--- config.mk ---
export PLATFORM = sky130hd
export DESIGN_NAME = signed_mult_arbiter
export DESIGN_NICKNAME = d
export VERILOG_FILES = /design/src/rtl/signed_mult_arb_pkg.sv /design/src/rtl/rr_arbiter.sv /design/src/rtl/signed_mult_arbiter.sv
export SDC_FILE = /design/constraint.sdc
export NUM_CORES = 1
export LEC_CHECK = 0
export CELL_PAD_IN_SITES_DETAIL_PLACEMENT = 1
export CELL_PAD_IN_SITES_GLOBAL_PLACEMENT = 1
export CORE_UTILIZATION = 26
export DETAILED_ROUTE_END_ITERATION = 8
export PLACE_DENSITY_LB_ADDON = 0.1
export SLEW_MARGIN = 40
export SYNTH_ARGS = -nofsm -noshare
export SYNTH_HDL_FRONTEND = slang
export SYNTH_HIERARCHICAL = 1
export SYNTH_SLANG_ARGS = --single-unit
--- constraint.sdc ---
create_clock -name clock -period 5.7 [get_ports clock]
set_input_delay 1.14 -clock clock [delete_from_list [all_inputs] [get_ports clock]]
set_output_delay 1.14 -clock clock [all_outputs]
set_load 0.005 [all_outputs]
--- src/rtl/signed_mult_arb_pkg.sv ---
`default_nettype none
// ----------------------------------------------------------------------------
// signed_mult_arb_pkg : shared types and defaults for the multiplier arbiter
// Revision 1.0
// ----------------------------------------------------------------------------
package signed_mult_arb_pkg;

  localparam int c_A_W_DEF = 15;
  localparam int c_B_W_DEF = 9;
  localparam int c_P_W_DEF = 24;

  typedef enum logic [1:0] {
    ST_RUN    = 2'd0,
    ST_DRAIN  = 2'd1,
    ST_PAUSED = 2'd2
  } state_e;

  // A single requester still needs a one-bit id.
  function automatic int id_width(input int n);
    return (n <= 2) ? 1 : $clog2(n);
  endfunction

endpackage
`default_nettype wire

--- src/rtl/rr_arbiter.sv ---
`default_nettype none
// ----------------------------------------------------------------------------
// rr_arbiter : round-robin one-hot grant, priority starts after last winner
// Revision 1.0
// ----------------------------------------------------------------------------
module rr_arbiter #(
  parameter int NUM_REQ = 4,
  parameter int ID_W    = 2
) (
  input  logic               clock,
  input  logic               reset,
  input  logic [NUM_REQ-1:0] req,
  input  logic               en,
  output logic [NUM_REQ-1:0] gnt,
  output logic [ID_W-1:0]    gnt_id,
  output logic               gnt_any
);

  localparam logic [ID_W-1:0] c_PTR_RST = ID_W'(NUM_REQ - 1);

  logic [ID_W-1:0] ptr_q, ptr_d;

  always_comb begin
    logic [ID_W-1:0] idx;
    idx     = '0;
    gnt     = '0;
    gnt_id  = '0;
    gnt_any = 1'b0;
    ptr_d   = ptr_q;
    for (int i = 1; i <= NUM_REQ; i++) begin
      idx = ID_W'((int'(ptr_q) + i) % NUM_REQ);
      if (en && !gnt_any && req[idx]) begin
        gnt[idx] = 1'b1;
        gnt_id   = idx;
        gnt_any  = 1'b1;
      end
    end
    if (gnt_any) begin
      ptr_d = gnt_id;
    end
  end

  always_ff @(posedge clock) begin
    if (reset) begin
      ptr_q <= c_PTR_RST;
    end else begin
      ptr_q <= ptr_d;
    end
  end

endmodule
`default_nettype wire

--- src/rtl/signed_mult_arbiter.sv ---
`default_nettype none
// ----------------------------------------------------------------------------
// signed_mult_arbiter : shares one pipelined signed multiplier among requesters
// Revision 1.0
// ----------------------------------------------------------------------------
module signed_mult_arbiter
  import signed_mult_arb_pkg::*;
#(
  parameter int NUM_REQ  = 4,
  parameter int A_W      = c_A_W_DEF,
  parameter int B_W      = c_B_W_DEF,
  parameter int P_W      = c_P_W_DEF,
  parameter int MULT_LAT = 2,
  parameter int ID_W     = id_width(NUM_REQ),
  parameter int CNT_W    = $clog2(MULT_LAT + 2)
) (
  input  logic                   clock,
  input  logic                   reset,
  input  logic [NUM_REQ-1:0]     req,
  input  logic [NUM_REQ*A_W-1:0] req_a,
  input  logic [NUM_REQ*B_W-1:0] req_b,
  output logic [NUM_REQ-1:0]     gnt,
  input  logic                   pause,
  output logic                   idle,
  output logic [A_W-1:0]         mult_dataa,
  output logic [B_W-1:0]         mult_datab,
  input  logic [P_W-1:0]         mult_result,
  output logic [NUM_REQ-1:0]     rsp_valid,
  output logic [P_W-1:0]         rsp_data,
  output logic [ID_W-1:0]        rsp_id,
  output logic [CNT_W-1:0]       in_flight
);

  state_e            state_q, state_d;
  logic [A_W-1:0]    dataa_q, dataa_d;
  logic [B_W-1:0]    datab_q, datab_d;
  logic [MULT_LAT:0] vld_q, vld_d;
  logic [ID_W-1:0]   tag_q [MULT_LAT+1];
  logic [ID_W-1:0]   tag_d [MULT_LAT+1];
  logic [CNT_W-1:0]  cnt_q, cnt_d;

  logic              w_gnt_en;
  logic              w_gnt_any;
  logic [ID_W-1:0]   w_gnt_id;
  logic              w_retire;

  assign w_gnt_en = (state_q == ST_RUN) && !pause && !reset;

  rr_arbiter #(
    .NUM_REQ (NUM_REQ),
    .ID_W    (ID_W)
  ) u_rr (
    .clock   (clock),
    .reset   (reset),
    .req     (req),
    .en      (w_gnt_en),
    .gnt     (gnt),
    .gnt_id  (w_gnt_id),
    .gnt_any (w_gnt_any)
  );

  assign w_retire = vld_q[MULT_LAT];

  // Operands are only loaded on a grant so the multiplier input stays quiet otherwise.
  always_comb begin
    dataa_d = dataa_q;
    datab_d = datab_q;
    for (int i = 0; i < NUM_REQ; i++) begin
      if (gnt[i]) begin
        dataa_d = req_a[i*A_W +: A_W];
        datab_d = req_b[i*B_W +: B_W];
      end
    end
  end

  always_comb begin
    vld_d    = {vld_q[MULT_LAT-1:0], w_gnt_any};
    tag_d[0] = w_gnt_id;
    for (int k = 1; k <= MULT_LAT; k++) begin
      tag_d[k] = tag_q[k-1];
    end
  end

  always_comb begin
    cnt_d = cnt_q;
    case ({w_gnt_any, w_retire})
      2'b10:   cnt_d = cnt_q + CNT_W'(1);
      2'b01:   cnt_d = cnt_q - CNT_W'(1);
      default: cnt_d = cnt_q;
    endcase
  end

  // Next count is used so idle rises the cycle right after the last response.
  always_comb begin
    state_d = state_q;
    case (state_q)
      ST_RUN: begin
        if (pause) begin
          state_d = (cnt_d == '0) ? ST_PAUSED : ST_DRAIN;
        end
      end
      ST_DRAIN: begin
        if (!pause) begin
          state_d = ST_RUN;
        end else if (cnt_d == '0) begin
          state_d = ST_PAUSED;
        end
      end
      ST_PAUSED: begin
        if (!pause) begin
          state_d = ST_RUN;
        end
      end
      default: state_d = ST_RUN;
    endcase
  end

  always_ff @(posedge clock) begin
    if (reset) begin
      state_q <= ST_RUN;
      dataa_q <= '0;
      datab_q <= '0;
      vld_q   <= '0;
      cnt_q   <= '0;
      for (int k = 0; k <= MULT_LAT; k++) begin
        tag_q[k] <= '0;
      end
    end else begin
      state_q <= state_d;
      dataa_q <= dataa_d;
      datab_q <= datab_d;
      vld_q   <= vld_d;
      cnt_q   <= cnt_d;
      for (int k = 0; k <= MULT_LAT; k++) begin
        tag_q[k] <= tag_d[k];
      end
    end
  end

  always_comb begin
    rsp_valid = '0;
    if (w_retire) begin
      rsp_valid[tag_q[MULT_LAT]] = 1'b1;
    end
  end

  assign rsp_id     = tag_q[MULT_LAT];
  assign rsp_data   = mult_result;
  assign mult_dataa = dataa_q;
  assign mult_datab = datab_q;
  assign in_flight  = cnt_q;
  assign idle       = (state_q == ST_PAUSED);

endmodule
`default_nettype wire

# --- Word level (Yosys, flattened, before mapping) ---
# Memories as Yosys holds them, arrays and structs flattened.
# Cells that the tools add are included.
classes:
  n_reduce_logical: 23
  n_addsub: 6
  muxes: 52
  bitwise_logic: 6
  n_eq_ne: 7
  n_lt_le_gt_ge: 10
op_table:
  columns: ["operator", "n"]
  rows:
  - ["$mux W15", 4]
  - ["$mux W9", 4]
  - ["$mux W2", 12]
  - ["$mux W4", 5]
  - ["$mux W1", 16]
  - ["$lt A2 B3 Y1 const B", 5]
  - ["$logic_and A1 B1 Y1", 14]
  - ["$or A4 B4 Y4", 3]
  - ["$demux W1 S2", 5]
  - ["$ge A2 B1 Y1 const B", 5]
  - ["$bmux W1 S2", 4]
  - ["$add A2 B1 Y2 const B", 3]
  - ["$pmux W2 S3", 1]
  - ["$logic_not A1 Y1", 5]
  - ["$add A2 B2 Y2 const B", 2]
  - ["$eq A2 B1 Y1 const B", 2]
  - ["$eq A2 B2 Y1 const B", 2]
  - ["$logic_not A2 Y1", 2]
  - ["$ne A2 B2 Y1 const B", 2]
  - ["$pmux W2 S2", 1]
  - ["$reduce_bool A4 Y1", 1]
  - ["$ne A3 B3 Y1 const B", 1]
  - ["$or A1 B1 Y1", 3]
  - ["$reduce_and A3 Y1", 1]
  - ["$sub A2 B1 Y2 const B", 1]
totals:
  in_bits: 127
  ramBits: 6
  n_memories: 1
  regBits: 33
  output_inout_bits: 61
mem_list:
  columns: ["name", "words", "width", "rd", "rd_clocked_by_memory_dff", "write_ports", "line_no", "text"]
  rows:
  - ["tag_q", 3, 2, 3, 0, 3, "signed_mult_arbiter.sv:38", "logic [ID_W-1:0] tag_q [MULT_LAT+1];"]

# --- Longest topological paths before layout ---
# Gate-level depths: netlist of the first run.
logic_depth:
  ltp_word: 23
  depth_mapped: 14
  ltp_nobuf: 10

# --- Hierarchy ---
# Netlist of the first run, hierarchy kept.
by_module_without_submodules:
  columns: ["mod", "cells_per_inst", "seq_area_each_um2", "area_each_um2", "instances"]
  rows:
  - ["signed_mult_arbiter", 239, 740.7, 2122.0, 1]
  - ["rr_arbiter", 68, 40.0, 571.8, 1]

# --- Least setup slack after synthesis of the first run ---
# No wires, ideal clock.
synth_path:
  kind: "input port to output port"
  start: "input port reset"
  end: "output port gnt[2]"
  path_buffers: 2
  slack_ps: 2002
  t_arrival_ps: 2558
  path_stages: 7
  path_cell_list: "clkbuf_1 > nor4_1 > buf_2 > nand2_1 > o22a_1 > nor4_4 > a221o_1"
synth_via:
  elab_chain_cells: 16
synth_lines:
  columns: ["element", "line_no", "text"]
  rows:
  - ["from (decl)", "signed_mult_arbiter.sv:18", "input logic reset,"]
  - ["$logic_not A1 Y1 (*)", "signed_mult_arbiter.sv:47", "assign w_gnt_en = (state_q == ST_RUN) && !pause && !reset;"]
  - ["$logic_and A1 B1 Y1 (*)", "signed_mult_arbiter.sv:47", null]
  - ["net w_gnt_en", "signed_mult_arbiter.sv:42", "logic w_gnt_en;"]
  - ["$logic_and A1 B1 Y1", "rr_arbiter.sv:32", "if (en && !gnt_any && req[idx]) begin"]
  - ["$mux W1", "rr_arbiter.sv:32", null]
  - ["$logic_not A1 Y1", "rr_arbiter.sv:32", null]
  - ["$logic_and A1 B1 Y1 (2 in series)", "rr_arbiter.sv:32", null]
  - ["$mux W1", "rr_arbiter.sv:32", null]
  - ["$logic_not A1 Y1", "rr_arbiter.sv:32", null]
  - ["$logic_and A1 B1 Y1 (2 in series)", "rr_arbiter.sv:32", null]
  - ["$mux W1", "rr_arbiter.sv:32", null]
  - ["$logic_not A1 Y1", "rr_arbiter.sv:32", null]
  - ["$logic_and A1 B1 Y1 (2 in series)", "rr_arbiter.sv:32", null]
  - ["$mux W4 (*)", "rr_arbiter.sv:32", null]
  - ["to (decl)", "signed_mult_arbiter.sv:22", "output logic [NUM_REQ-1:0] gnt,"]
# The timed path passes the listed nets; every way through them passes the cells marked *.

# --- Worst setup path after layout of the first run ---
layout_path:
  start: "input port req[2]"
  end: "output port gnt[2]"
layout_via:
  elab_chain_cells: 16
layout_lines:
  columns: ["element", "line_no", "text"]
  rows:
  - ["from (decl)", "signed_mult_arbiter.sv:19", "input logic [NUM_REQ-1:0] req,"]
  - ["$bmux W1 S2", "rr_arbiter.sv:32", null]
  - ["$mux W1 (not written as such)", "rr_arbiter.sv:32", null]
  - ["$logic_and A1 B1 Y1", "rr_arbiter.sv:32", null]
  - ["$mux W1", "rr_arbiter.sv:32", null]
  - ["$logic_not A1 Y1", "rr_arbiter.sv:32", null]
  - ["$logic_and A1 B1 Y1 (2 in series)", "rr_arbiter.sv:32", null]
  - ["$mux W1", "rr_arbiter.sv:32", null]
  - ["$logic_not A1 Y1", "rr_arbiter.sv:32", null]
  - ["$logic_and A1 B1 Y1 (2 in series)", "rr_arbiter.sv:32", null]
  - ["$mux W1", "rr_arbiter.sv:32", null]
  - ["$logic_not A1 Y1", "rr_arbiter.sv:32", null]
  - ["$logic_and A1 B1 Y1 (2 in series)", "rr_arbiter.sv:32", null]
  - ["$mux W4 (*)", "rr_arbiter.sv:32", null]
# Every way passes the cells marked *; elsewhere a longest branch is shown, timed or not. The select of a mux whose other input is x is not followed.

==> out/metrics.csv, run 1 <==
metric,value,unit
syn_to_final_growth,50.5,%
hp-class,reg2reg,
initial_core_util,0.272,
skew,3.57,ps
required,4560,ps
n_antenna_cell,0,
setup_tns,0,ps
max_freq,0.210,GHz
crit_path_start,req[2],
hold_start,tag_q[0][2]$_SDFF_PP0_,
p_total,959,uW
drt_iter0_drc,80,
hold_viol,0,
crit_arrival,3630,ps
cts_hold_buffers,0,
cts.sinks,39,
crit_type,in2out,
cts_tree,yes,
dr_total_vias,2678,
ys_seq_elements,39,
multi_input_area,0.00156,mm2
slowest_stage,mux4_2,
vias_per_cell,4.93,
post-route-period-util,0.837,
cts-root-buf,clkbuf_8,
portBuffers,139,
seqCellArea,781,um2
holdPathStages,1,
clk_pin_slew,80,ps
grt_pass1_vias,2799,
wl_per_cell,17.9,um
ant_nets,0,
synthCells,307,
dieHeight,104,um
cpMostUsedCell,clkdlybuf4s50_1,
grt_pass1_wl,15700,um
maxSlewViolCount,0,
wl_met1,4520,um
slew_headroom,0.572,
post-cts-setup-buffer-count,0,
end_kind,output port,
top_layer_used,met4,
finalNetCount,545,
grt_max_degree,47,
synth.avg_cell_area,8.77,um2
critPathMaxFanout,14,
cap_viol_max_count,0,
htreeDepth,2,
drt_pass1_iterations,4,
antenna_found_initial,0,
core_area,0.00991,mm2
wl_met2,4620,um
power_leakage,1.37,nW
critical_path.n_buffers_inverters,2,
p_per_area,236,mW/mm2
crit_family,buffers and inverters,
synthArstFlopShare,0,
nFillCells,1142,
yosysWarnings,6,
drive_gt1_frac,0.0878,
ys_types,46,
io_pins,188,
syn_nets,442,
rsz0062_at_grt,no,
timing.rr.start,u_rr/ptr_q[0]$_SDFFE_PP1P_,
synth-edff-count,0,
worstMarginPinSlew,641,ps
dieArea,0.0108,mm2
ys_seq_area_frac,0.290,
gp_congestion,0.799,
syn_area,0.00269,mm2
synthFlopType,dfxtp_1,
cts_buffer_depth,2,
reg2regPathDepth,10,
rows,36,
setup_viol,0,
clock_latency,290,ps
ir_drop,0.0822,mV
dp_hpwl,7250,um
drc,0,
worstPathCellList,clkdlybuf4s50_1 -> mux4_2 -> nor4_4 -> a221o_1 -> clkdlybuf4s50_1,
ctsResizeCount,0,
period_needed,4770,ps
slowest_delay,650,ps
grt_overflow,0,
dieWidth,104,um
grt_usage,0.184,
status,"complete, no violations",
cp_num_cells,5,
wl_met3,435,um
drt-total-wl,9730,um
cts_buffers,5,
cp-start-kind,primary input,
==> cell type report <==
cell class,instances,share of cell area
clock inverters,1,0.00123
flip-flops and latches,39,0.193
well taps,133,0.0410
repair buffers,145,0.353
clock buffers,6,0.0204
inverters,9,0.00833
multi-input cells,210,0.384
==> layer usage <==
layer,global-route usage,up-vias
li1,-,1321
met1,0.232,1264
met2,0.318,82
met3,0.0352,11
met4,0.0531,0
met5,0,-
==> power breakdown <==
group	internal, mW	switching [mW]
Combinational	0.233	0.176
Sequential	0.321	0.0354
Clock	0.0951	0.0979
==> flip-flops by register name (all words and copies together) (netlist names) <==
name        count
in_flight       2
mult_dataa     15
mult_datab      9
state_q         2
tag_q           6
u_rr/ptr_q      2
vld_q           3
==> stage by stage <==
step	cells	worst slack (ps)	hold WS (ps)	area, um2	util
after CTS	543	922	440	4060	0.409
after global placement	536	988	419	3960	0.400
final	543	929	437	4060	0.409
after global routing	543	746	467	4060	0.409
after detailed placement	536	930	426	3970	0.400
after floorplan	307	2000	414	2690	-
==> path summary, 6_finish.rpt <==
check	endpoint	slack (ps)
max	gnt[2]	930
min	tag_q[0][4]$_SDFF_PP0_	440
max reg2reg	mult_dataa[0]$_SDFFE_PP0P_	1480
min reg2reg	tag_q[0][4]$_SDFF_PP0_	440
==> Yosys cell counts (2+ instances only) <==
cell type  number  area (um2)
or2b_1          4        30.0
o221ai_1        4        35.0
dfxtp_1        39         781
nor4_1          2        12.5
mux2i_1         4        40.0
o311ai_0       22         193
o21ai_0         6        30.0
nor4bb_1        2        20.0
ha_1            8         100
nor3b_1         3        22.5
nor2_1         19        71.3
buf_4          25         188
a22oi_1        22         165
inv_1           9        33.8
buf_2           7        35.0
mux4_2          3        67.6
a221o_1         2        20.0
and2_1          4        25.0
a211oi_1       23         173
o31ai_1         2        15.0
nor2_2         12        75.1
nor2b_1        12        75.1
nand2b_1       20         125
clkbuf_1       11        41.3
a21oi_1         2        10.0
a221o_2         2        22.5
buf_6           6        67.6
nand2_1        14        52.6
==> kinds of logic after synthesis <==
kind of cell | share of synthesized area
fa+ha+maj | 0.0372
simple gates | 0.226
mux | 0.0399
xor+xnor | 0.00650
buf+inv | 0.136
compound gates | 0.265
flops | 0.290
==> placed cells by master, fill, tap and decap left out, types with 2 or more instances in the layout <==
| cell | n |
|---|---|
| clkdlybuf4s50_1 | 138 |
| dfxtp_1 | 39 |
| a211oi_1 | 23 |
| o311ai_0 | 22 |
| a22oi_1 | 22 |
| nand2b_1 | 20 |
| nor2_1 | 19 |
| nand2_1 | 14 |
| nor2_2 | 12 |
| nor2b_1 | 11 |
| inv_1 | 9 |
| ha_1 | 8 |
| o21ai_0 | 6 |
| clkbuf_8 | 6 |
| buf_4 | 6 |
| o221ai_1 | 4 |
| or2b_1 | 4 |
| mux2i_1 | 4 |
| and2_1 | 4 |
| nor3b_1 | 3 |
| mux4_2 | 3 |
| nor4_1 | 2 |
| nor4bb_1 | 2 |
| a21oi_1 | 2 |
| o31ai_1 | 2 |
| a221o_1 | 2 |
| a221o_2 | 2 |
(Power assumes the default switching activity.)
==> run 2: changes to the inputs <==
- CORE_UTILIZATION: 26 -> 22
- clock period: 5.7 -> 4.3 ns (I/O delays scaled with it)
==> out/metrics.csv, run 2 (synthesis gave the netlist of run 1 again) <==
metric,value,unit
initial_core_util,0.225,
clk_pin_slew,70,ps
cts.sinks,39,
mostFrequentLayoutCells,"clkdlybuf4s50_1 (138), dfxtp_1 (39), a211oi_1 (23)",
wl_per_cell,18.1,um
n_antenna_cell,0,
grt_usage,0.159,
maxSlewViolCount,0,
dp.cells,555,
power_leakage,1.42,nW
cap_viol_max_count,0,
ir_drop,0.150,mV
slowest_stage,mux4_2,
portBuffers,139,
fin_cells,563,
place_ws,118,ps
grt_overflow,0,
cts-root-buf,clkbuf_16,
p_total,1.41,mW
post-cts-setup-buffer-count,0,
htreeDepth,2,
syn_to_final_growth,55.3,%
core_area,0.0120,mm2
setup_viol,0,
cts_tree,yes,
dieArea,0.0127,mm2
period_needed,4180,ps
cpMostUsedCell,clkdlybuf4s50_1,
dr_total_vias,2726,
worstMarginPinSlew,662,ps
cts_buffers,5,
drc,0,
crit_type,in2out,
finalNetCount,550,
rsz0062_at_grt,no,
status,"complete, no violations",
max_freq,0.239,GHz
hp-class,reg2reg,
skew,7.43,ps
reg2regPathDepth,11,
ant_nets,0,
rows,40,
cts_buffer_depth,2,
worstPathCellList,clkdlybuf4s50_1 -> mux4_2 -> nor4_4 -> a221o_2 -> clkdlybuf4s50_1,
crit_arrival,3320,ps
setup_tns,0,ps
antenna_found_initial,0,
whs,436,ps
setup_slack,124,ps
clock_latency,280,ps
gp_congestion,0.739,
grt_pass1_vias,2823,
drt-total-wl,10200,um
post-route-period-util,0.971,
grt_pass1_wl,15700,um
p_per_area,337,mW/mm2
final_common_cell,clkdlybuf4s50_1,
ctsResizeCount,0,
drt_pass1_iterations,4,
holdPathStages,1,
dieWidth,113,um
dp_hpwl,7620,um
drt_iter0_drc,144,
vias_per_cell,4.84,
largest_reg_flops,15,
crit_family,buffers and inverters,
dieHeight,113,um
required,3440,ps
end_kind,output port,
hold_viol,0,
cts_hold_buffers,0,
cp-start-kind,primary input,
critPathMaxFanout,14,
grt_max_degree,47,
drive_gt1_frac,0.101,
cp_num_cells,5,
critical_path.n_buffers_inverters,2,
slew_headroom,0.558,
slowest_delay,660,ps
io_pins,188,
## run 2: cell count changes in the layout (fill, tap and decap cells not counted), sizes merged
cell      before  now
clkbuf         6    5
clkinvlp       0    2
inv            9   10
clkinv         1    0
buf            7   12
## run 2: final cells by class
cell class                 count  area [um2]
tap                          147         184
sequential                    39         781
timing repair buffer         150        1480
clock buffer                   5         125
multi-input combinational    210        1560
inverter                       9        33.8
fill                        1383        7780
clock inverter                 3        23.8
## run 2: final timing paths
kind                              start                          to  slack (ps)
max                              req[2]                      gnt[3]         120
min                 vld_q[0]$_SDFF_PP0_         vld_q[1]$_SDFF_PP0_         440
max reg2reg  u_rr/ptr_q[0]$_SDFFE_PP1P_  mult_dataa[2]$_SDFFE_PP0P_         660
min reg2reg         vld_q[0]$_SDFF_PP0_         vld_q[1]$_SDFF_PP0_         440
## run 2: stage by stage
step | instance area [um2] | util
after floorplan | 2690 | -
after global placement | 4030 | 0.337
after detailed placement | 4040 | 0.337
after CTS | 4180 | 0.350
after global routing | 4180 | 0.350
final | 4180 | 0.350
## run 2: worst reg2reg max path: stages, from the launching register on
cell and delay (ps):
dfxtp_1 330, inv_1 110, ha_1 430, mux4_2 610, and4bb_4 240, and2_1 150
a221o_1 300, buf_4 270, or4_4 590, buf_4 260, nor2_1 150, a211oi_1 60
## run 2: where the power goes
part	internal (mW)	switching, mW
sequential	0.425	0.0399
combinational	0.319	0.246
clock	0.217	0.161
total	0.962	0.447
## run 2: layer usage
metal / wire (um) / vias up / GRT usage
li1: - / 1327 / -
met1: 4680 / 1309 / 0.201
met2: 4840 / 81 / 0.280
met3: 586 / 9 / 0.0292
met4: 82 / 0 / 0.0364
met5: 0 / - / 0
==> run 3: changes to the inputs <==
- RECOVER_POWER: default -> 25
==> out/metrics.csv, run 3 (synthesis gave the netlist of run 1 again) <==
metric,value,unit
status,finished with violations,
violations,"capacitance limit, slew limit",
crit_type,in2out,
placed_area,0.00404,mm2
critPathMaxFanout,14,
core_area,0.0120,mm2
drc,0,
hp-class,reg2reg,
clk_pin_slew,70,ps
whs,436,ps
post-cts-setup-buffer-count,0,
cts.sinks,39,
grt_overflow,0,
vias_per_cell,4.84,
htreeDepth,2,
skew,7.45,ps
wl_per_cell,18.1,um
cts_hold_buffers,0,
antenna_found_initial,0,
drt-total-wl,10200,um
drive_gt1_frac,0.0962,
wl_met1,4680,um
worstMarginPinSlew,1910,ps
ctsResizeCount,0,
required,3440,ps
finalNetCount,550,
p_per_area,337,mW/mm2
switching_share,0.317,
dieWidth,113,um
p_int,962,uW
cts-root-buf,clkbuf_16,
grt_usage,0.159,
final_common_cell,clkdlybuf4s50_1,
mostFrequentLayoutCells,"clkdlybuf4s50_1 (138), dfxtp_1 (39), a211oi_1 (23)",
rsz0062_at_grt,no,
wl_met2,4840,um
cts_buffers,5,
place_ws,118,ps
end_kind,output port,
ir_drop,0.150,mV
drt_pass1_iterations,4,
setup_viol,0,
rows,40,
dieHeight,113,um
post-route-period-util,0.972,
cp-start-kind,primary input,
io_pins,188,
fin_area,0.00418,mm2
max_freq,0.239,GHz
period_needed,4180,ps
wl_met3,587,um
grt_pass1_vias,2823,
ant_nets,0,
crit_arrival,3320,ps
dieArea,0.0127,mm2
grt_max_degree,47,
setup_slack,121,ps
clock_latency,280,ps
maxSlewViolCount,41,
seq_power_share,0.331,
dr_total_vias,2724,
cap_viol_max_count,1,
syn_to_final_growth,55.1,%
drt_iter0_drc,144,
hold_viol,0,
cts_buffer_depth,2,
portBuffers,139,
slew_headroom,-0.275,
largest_reg_flops,15,
n_antenna_cell,0,
gp_congestion,0.739,
setup_tns,0,ps
power_leakage,1.42,nW
switching_power,447,uW
grt_pass1_wl,15700,um
top_layer_used,met4,
dp_hpwl,7620,um
p_clk_frac,0.268,
initial_core_util,0.225,
pwr-share-comb,0.401,
cts_tree,yes,
-- run 3: changes by cell type in the layout (fill, tap and decap cells not counted) --
cell,before,now
buf_2,1,0
buf_4,10,9
clkbuf_1,0,2
-- run 3: worst max-delay path: stages --
cell             delay (ps)
clkdlybuf4s50_1         500
mux4_2                  660
nor4_4                  450
a221o_2                 320
clkdlybuf4s50_1         530
-- run 3: metrics by stage --
| stage | instances | util | total power [mW] |
|---|---|---|---|
| after global placement | 555 | 0.337 | 1.04 |
| after floorplan | 307 | - | 0.780 |
| final | 563 | 0.349 | 1.41 |
| after detailed placement | 555 | 0.337 | 1.05 |
| after CTS | 563 | 0.350 | 1.44 |
| after global routing | 563 | 0.349 | 1.50 |
-- run 3: metal layers --
layer,track usage,up-vias
met4,0.0364,0
li1,-,1326
met2,0.280,81
met1,0.201,1308
met3,0.0292,9
met5,0,-
-- run 3: worst paths after layout --
check	start	to	slack, ps	cells after the start
worst max register to register	u_rr/ptr_q[0]$_SDFFE_PP1P_	mult_dataa[2]$_SDFFE_PP0P_	590	11
worst min-delay path	vld_q[0]$_SDFF_PP0_	vld_q[1]$_SDFF_PP0_	440	1
worst min register to register	vld_q[0]$_SDFF_PP0_	vld_q[1]$_SDFF_PP0_	440	1
worst max-delay path	req[2]	gnt[3]	120	5
-- run 3: area by class of cell --
type                       instances  area [um2]
multi-input combinational        210        1560
timing repair buffer             150        1480
tap                              147         184
fill                            1383        7780
clock buffer                       5         125
inverter                           9        33.8
clock inverter                     3        23.8
sequential                        39         781
-- run 3: power groups by stage --
| stage | sequential [mW] | combinational [mW] | clock (mW) |
|---|---|---|---|
| floorplan | 0.476 | 0.304 | 0 |
| global placement | 0.473 | 0.568 | 0 |
| detailed placement | 0.474 | 0.572 | 0 |
| CTS | 0.466 | 0.576 | 0.397 |
| global route | 0.475 | 0.620 | 0.408 |
| finish | 0.466 | 0.565 | 0.378 |
